**src/rtl/uart_alu_pkg.sv**
```systemverilog
// Shared constants and types for the UART-ALU command transmitter.
package uart_alu_pkg;

  localparam logic [7:0] OpEcho = 8'hEC;
  localparam logic [7:0] OpAdd  = 8'hAD;
  localparam logic [7:0] OpMul  = 8'h88;
  localparam logic [7:0] OpDiv  = 8'hD1;

  localparam int unsigned HeaderBytes = 4;

  typedef enum logic [1:0] {
    StIdle,
    StLoad,
    StSend,
    StDone
  } pkt_state_e;

endpackage

```
**src/rtl/uart_tx_byte.sv**
```systemverilog
// Single-byte UART serialiser: start, 8 data bits LSB first, optional parity, stop bits.
module uart_tx_byte #(
  parameter int unsigned ClksPerBit = 868,
  parameter bit          ParityEn   = 1'b0,
  parameter bit          ParityOdd  = 1'b0,
  parameter int unsigned StopBits   = 1
) (
  input  logic       clk_i,
  input  logic       rst_ni,
  input  logic       start_i,
  input  logic [7:0] byte_i,
  output logic       tx_o,
  output logic       frame_done_o
);

  localparam int unsigned CntW      = (ClksPerBit > 1) ? $clog2(ClksPerBit) : 1;
  localparam int unsigned FrameBits = 9 + int'(ParityEn) + StopBits;
  localparam logic [CntW-1:0] BaudMax   = CntW'(ClksPerBit - 1);
  localparam logic [3:0]      LastBit   = 4'(FrameBits - 1);
  localparam logic [3:0]      ParityBit = 4'd9;

  logic            active_q, active_d;
  logic [CntW-1:0] baud_q, baud_d;
  logic [3:0]      bit_q, bit_d;
  logic [7:0]      shreg_q, shreg_d;
  logic            parity_q, parity_d;

  assign frame_done_o = active_q && (baud_q == BaudMax) && (bit_q == LastBit);

  always_comb begin
    active_d = active_q;
    baud_d   = baud_q;
    bit_d    = bit_q;
    shreg_d  = shreg_q;
    parity_d = parity_q;
    if (start_i) begin
      // The strobe arrives one cycle into the start bit, so the baud count starts at 1.
      active_d = 1'b1;
      baud_d   = CntW'(1);
      bit_d    = 4'd0;
      shreg_d  = byte_i;
      parity_d = (^byte_i) ^ ParityOdd;
    end else if (active_q) begin
      if (baud_q == BaudMax) begin
        baud_d = '0;
        if (bit_q == LastBit) begin
          active_d = 1'b0;
        end else begin
          bit_d = bit_q + 4'd1;
          if (bit_q != 4'd0 && bit_q <= 4'd8) begin
            shreg_d = {1'b0, shreg_q[7:1]};
          end
        end
      end else begin
        baud_d = baud_q + CntW'(1);
      end
    end
  end

  always_comb begin
    tx_o = 1'b1;
    if (active_q) begin
      if (bit_q == 4'd0) begin
        tx_o = 1'b0;
      end else if (bit_q <= 4'd8) begin
        tx_o = shreg_q[0];
      end else if (ParityEn && bit_q == ParityBit) begin
        tx_o = parity_q;
      end
    end
  end

  always_ff @(posedge clk_i) begin
    if (!rst_ni) begin
      active_q <= 1'b0;
      baud_q   <= '0;
      bit_q    <= 4'd0;
      shreg_q  <= 8'h00;
      parity_q <= 1'b0;
    end else begin
      active_q <= active_d;
      baud_q   <= baud_d;
      bit_q    <= bit_d;
      shreg_q  <= shreg_d;
      parity_q <= parity_d;
    end
  end

endmodule

```
**src/rtl/uart_alu_cmd_tx.sv**
```systemverilog
// Serialises one UART-ALU command packet (header plus operands) with a packet handshake.
module uart_alu_cmd_tx
  import uart_alu_pkg::*;
#(
  parameter int unsigned ClkFreqHz    = 100_000_000,
  parameter int unsigned BaudRate     = 115_200,
  parameter int unsigned MaxOperands  = 8,
  parameter int unsigned OperandWidth = 32,
  parameter bit          ParityEn     = 1'b0,
  parameter bit          ParityOdd    = 1'b0,
  parameter int unsigned StopBits     = 1
) (
  input  logic                                  clk_i,
  input  logic                                  rst_ni,
  input  logic                                  cmd_valid_i,
  output logic                                  cmd_ready_o,
  input  logic [7:0]                            opcode_i,
  input  logic [$clog2(MaxOperands+1)-1:0]      num_ops_i,
  input  logic [MaxOperands*OperandWidth-1:0]   operands_i,
  output logic                                  tx_o,
  output logic                                  busy_o,
  output logic                                  done_o
);

  localparam int unsigned ClksPerBit = ClkFreqHz / BaudRate;
  localparam int unsigned BytesPerOp = OperandWidth / 8;
  localparam int unsigned MaxBytes   = HeaderBytes + MaxOperands * BytesPerOp;
  localparam int unsigned IdxW       = $clog2(MaxBytes);
  localparam int unsigned OpsW       = MaxOperands * OperandWidth;

  pkt_state_e      state_q, state_d;
  logic [IdxW-1:0] idx_q, idx_d;
  logic [IdxW-1:0] last_q, last_d;
  logic [7:0]      opcode_q, opcode_d;
  logic [15:0]     len_q, len_d;
  logic [OpsW-1:0] ops_q, ops_d;

  int unsigned     n_eff;
  logic [15:0]     len_new;
  logic [IdxW-1:0] last_new;
  logic            ser_start;
  logic [7:0]      ser_byte;
  logic            ser_tx;
  logic            frame_done;

  always_comb begin
    n_eff = 32'(num_ops_i);
    if (n_eff > MaxOperands) begin
      n_eff = MaxOperands;
    end
    len_new  = 16'(HeaderBytes + n_eff * BytesPerOp);
    last_new = IdxW'(HeaderBytes + n_eff * BytesPerOp - 1);
  end

  always_comb begin
    state_d     = state_q;
    idx_d       = idx_q;
    last_d      = last_q;
    opcode_d    = opcode_q;
    len_d       = len_q;
    ops_d       = ops_q;
    cmd_ready_o = 1'b0;
    busy_o      = 1'b0;
    done_o      = 1'b0;
    ser_start   = 1'b0;
    ser_byte    = 8'h00;

    unique case (state_q)
      StIdle: begin
        cmd_ready_o = 1'b1;
      end
      StLoad: begin
        busy_o    = 1'b1;
        ser_start = 1'b1;
        state_d   = StSend;
        if (idx_q == IdxW'(0)) begin
          ser_byte = opcode_q;
        end else if (idx_q == IdxW'(1)) begin
          ser_byte = 8'h00;
        end else if (idx_q == IdxW'(2)) begin
          ser_byte = len_q[7:0];
        end else if (idx_q == IdxW'(3)) begin
          ser_byte = len_q[15:8];
        end else begin
          ser_byte = ops_q[7:0];
        end
      end
      StSend: begin
        busy_o = 1'b1;
        if (frame_done) begin
          if (idx_q == last_q) begin
            state_d = StDone;
          end else begin
            state_d = StLoad;
            idx_d   = idx_q + IdxW'(1);
            // Operand bytes go out LSB first, so the capture register shifts down a byte.
            if (idx_q >= IdxW'(HeaderBytes)) begin
              ops_d = {8'h00, ops_q[OpsW-1:8]};
            end
          end
        end
      end
      StDone: begin
        cmd_ready_o = 1'b1;
        done_o      = 1'b1;
        state_d     = StIdle;
      end
      default: state_d = StIdle;
    endcase

    if (cmd_ready_o && cmd_valid_i) begin
      state_d  = StLoad;
      idx_d    = '0;
      last_d   = last_new;
      opcode_d = opcode_i;
      len_d    = len_new;
      ops_d    = operands_i;
    end
  end

  // LOAD is the first cycle of the start bit, before the serialiser has the byte.
  assign tx_o = (state_q == StLoad) ? 1'b0 : ser_tx;

  uart_tx_byte #(
    .ClksPerBit (ClksPerBit),
    .ParityEn   (ParityEn),
    .ParityOdd  (ParityOdd),
    .StopBits   (StopBits)
  ) u_tx_byte (
    .clk_i        (clk_i),
    .rst_ni       (rst_ni),
    .start_i      (ser_start),
    .byte_i       (ser_byte),
    .tx_o         (ser_tx),
    .frame_done_o (frame_done)
  );

  always_ff @(posedge clk_i) begin
    if (!rst_ni) begin
      state_q  <= StIdle;
      idx_q    <= '0;
      last_q   <= '0;
      opcode_q <= 8'h00;
      len_q    <= 16'h0000;
      ops_q    <= '0;
    end else begin
      state_q  <= state_d;
      idx_q    <= idx_d;
      last_q   <= last_d;
      opcode_q <= opcode_d;
      len_q    <= len_d;
      ops_q    <= ops_d;
    end
  end

endmodule
```
**config.mk**
```make
export PLATFORM = sky130hd
export DESIGN_NAME = uart_alu_cmd_tx
export DESIGN_NICKNAME = d
export VERILOG_FILES = /design/src/rtl/uart_alu_pkg.sv /design/src/rtl/uart_tx_byte.sv /design/src/rtl/uart_alu_cmd_tx.sv
export SDC_FILE = /design/constraint.sdc
export NUM_CORES = 1
export LEC_CHECK = 0
export ABC_AREA = 0
export CORE_ASPECT_RATIO = 0.75
export CORE_UTILIZATION = 57
export CTS_BUF_LIST = sky130_fd_sc_hd__clkbuf_4 sky130_fd_sc_hd__clkbuf_8 sky130_fd_sc_hd__clkbuf_16
export CTS_CLUSTER_SIZE = 14
export DETAILED_ROUTE_END_ITERATION = 12
export PLACE_DENSITY = 0.86
export SLEW_MARGIN = 30
export SYNTH_ARGS = -nofsm -noshare
export SYNTH_HDL_FRONTEND = slang
export SYNTH_HIERARCHICAL = 1
export SYNTH_SLANG_ARGS = --single-unit
```
**constraint.sdc**
```tcl
create_clock -name clk_i -period 4.66 [get_ports clk_i]
set_input_delay 0.466 -clock clk_i [delete_from_list [all_inputs] [get_ports clk_i]]
set_output_delay 0.466 -clock clk_i [all_outputs]
set_load 0.01 [all_outputs]
```
==> summary.md <==
| Metric | Value |
|---|---|
| Most frequent cells in the layout | `dfxtp_1 (305), o21ai_0 (273), clkdlybuf4s50_1 (273)` |
| Crit-path max FO | `approximately 130` |
| Pin count of the biggest net entering global routing | `between 200 and 250` |
| Core area | `about 26000 sq um` |
| Worst slew margin | `0.344` |
| Leak Pwr | `approximately 6 nW` |
| Initial drt markers | `1768` |
| Net switching share of the total power | `0.301` |
| Max rail drop VDD | `between 0.3 and 0.4 mV` |
| Commonest non-fill, non-tap cell in the layout | `dfxtp_1` |
| Required time worst endpoint | `5.12 ns` |
| Pwr per Cell Area | `around 380 nW/um^2` |
| Slew Viols, Final | `0` |
| Final net count | `2178` |
| Post-synth top flop | `dfxtp_1` |
| Period minus WS final | `between 3 and 4 ns` |
| Max-Cap Viols | `0` |
| # clock sinks | `roughly 300` |
| CTS tree | `built` |
| Worst slack, placed | `~1.3 ns` |
| Clk buf depth | `3` |
| Cell Int Power | `just under 5 mW` |
| Vias in the first global route | `about 13k` |
| Initial antenna violation count | `0` |
| WS Path Type | `reg2reg` |
| FMAX | `between 0.2 and 0.3 GHz` |
| Comb pwr share | `0.206` |
| Accumulated negative setup slack | `0 ns` |
| Slew @ Worst Pin | `between 0.9 and 1 ns` |
| Final GP Congestion | `roughly 0.90` |
| P_sw | `2.12 mW` |
| Row cnt | `about 50` |
| Clock Latency Late Sink | `approximately 0.56 ns` |
| Layout cells sized above 1 | `0.0506` |
| Die height | `roughly 140 microns` |
| Layout area overhead | `23.1%` |
| WL/cell | `just under 20 microns` |
| Flop pwr share | `0.446` |
| Buffers inserted by post-CTS timing repair | `0` |
| Initial DRT Pass Iterations | `9` |
| Final hold violation count | `0` |
| Worst-path clk slew | `~0.06 ns` |
| Vias | `15.1k` |
| Port-buffer cells | `274` |
| Worst Path Arrival | `around 3.9 ns` |
| Area of the die | `around 27000 sq um` |
| Buffer type at the clock tree root | `clkbuf_16` |
| H-tree levels | `1` |
| Starting Density | `0.580` |
| Final WS setup | `approximately 1.2 ns` |
| Post-synth EDFFs | `0` |
| Final setup fails | `0` |
| #FFs+latches synth | `a little over 300` |
| Clock share of power | `0.348` |
| Syn Nets | `around 2.1k` |
| First-pass GRT wire length | `about 70000 microns` |
| Count of different cell masters after synthesis | `53` |
| YS warnings | `6` |
| DR DRC count | `0` |
| Min-delay worst type | `reg2reg` |
| Sequential area share after synthesis | `0.406` |
| Post-synthesis async set-or-reset flop share | `0` |
| Status | `finished, final reports clean` |
| CTS Buf Count | `30` |
| Unrepaired setup endpoints after global routing | `false` |
| Hpwl dp | `~27000 microns` |
| Mean area per synthesized cell | `between 8 and 9 sq um` |
| Antenna diodes | `0` |
| Synth Instances | `~1.8k` |
| Post_cts resized | `0` |
| GRT Overall Usage | `0.314` |
| Total grt overflow | `0` |
| Vias per cell | `6.67` |
| Synthesized area | `about 15000 sq um` |
| ANT nets after route | `0` |
| Critical path endpoint category | `flip-flop` |
| Worst R2R Setup Slack | `between 1 and 1.5 ns` |
| Worst setup SP type | `flip-flop` |
| Crit share post-route | `0.742` |
| # IOs | `about 280` |
| Hold-fix buffers, CTS | `0` |
| Die X | `189 microns` |
| Post-Route WL | `between 40000 and 50000 microns` |
| Worst Skew | `approximately 0.0095 ns` |
stage by stage:
step	total power, mW	cells	hold WS, ns	instance area (sq um)	utilization
CTS	7.02	2260	0.466	18500	0.713
global placement	4.55	2206	0.444	17500	0.674
detailed placement	4.60	2206	0.448	17500	0.674
global route	7.34	2261	0.499	18500	0.714
finish	7.04	2261	0.467	18500	0.714
floorplan	4.07	1797	0.429	15000	-
routing by layer:
layer,wire (microns),up-vias,GRT usage
li1,-,7089,-
met2,19900,730,0.479
met5,0,-,0
met3,3670,118,0.0381
met4,1640,0,0.110
met1,19500,7155,0.457
power groups by stage:
stage | Clock (mW) | Combinational (mW) | Sequential, mW
finish | 2.45 | 1.45 | 3.14
global route | 2.57 | 1.60 | 3.17
CTS | 2.46 | 1.43 | 3.13
detailed placement | 0 | 1.42 | 3.18
global placement | 0 | 1.37 | 3.18
floorplan | 0 | 0.961 | 3.11
logic make-up (layout without fill, tap and decap cells):
group                    Yosys count  count (layout)  synth area share
AND/OR/NAND/NOR                  368             368             0.106
XOR/XNOR                          13              13           0.00758
multiplexers                       5               5           0.00333
AO/OA/AOI/OAI                    820             820             0.387
adder cells (fa/ha/maj)           13              13            0.0107
flip-flops                       305             305             0.406
buffers and inverters            273             393            0.0783
path summary, 6_finish.rpt:
| kind | cells past startpoint | endpoint | start |
|---|---|---|---|
| max | 10 | ops_q[80] | u_tx_byte/baud_q[0] |
| max reg2reg | 10 | ops_q[80] | u_tx_byte/baud_q[0] |
| min | 1 | len_q[6] | len_q[6] |
| min reg2reg | 1 | len_q[6] | len_q[6] |
cell usage after synthesis, types with 10 or more instances:
cell | number | area (sq um)
inv_1 | 45 | 169
a21oi_1 | 25 | 125
nand2_1 | 44 | 165
ha_1 | 12 | 150
buf_4 | 21 | 158
clkbuf_1 | 147 | 552
o21ai_0 | 273 | 1370
a2111oi_0 | 216 | 1890
a221oi_1 | 20 | 175
dfxtp_1 | 305 | 6110
nor2_1 | 241 | 905
a211oi_1 | 216 | 1620
nand3_1 | 15 | 75.1
buf_1 | 16 | 60.1
buf_2 | 41 | 205
nor3_1 | 11 | 55.1
nor2b_1 | 10 | 62.6
a21boi_0 | 16 | 120
state kept, by name (all words and copies together) (netlist names):
register / cells
ops_q: 256
u_tx_byte/baud_q: 10
opcode_q: 8
u_tx_byte/shreg_q: 8
idx_q: 6
last_q: 5
len_q: 5
u_tx_byte/bit_q: 4
state_q: 2
u_tx_byte/active_q: 1
worst max-delay path: stages, from the launching register on:
cell and delay (ns):
dfxtp_1 0.40, ha_1 0.23, nor2b_1 0.28, nand3_2 0.29, nor2_1 0.27, and2_1 0.41
nand2_8 0.09, a21o_4 0.35, buf_16 0.28, buf_12 0.26, a211oi_1 0.32
area by class of cell:
cell class	count	area, sq um
Fill cell	1972	7410
Tap cell	344	430
Multi-Input combinational cell	1219	7780
Timing Repair Buffer	294	3020
Clock buffer	39	855
Sequential cell	305	6110
Clock inverter	15	143
Inverter	45	169
Power figures use the tool's default switching activity.
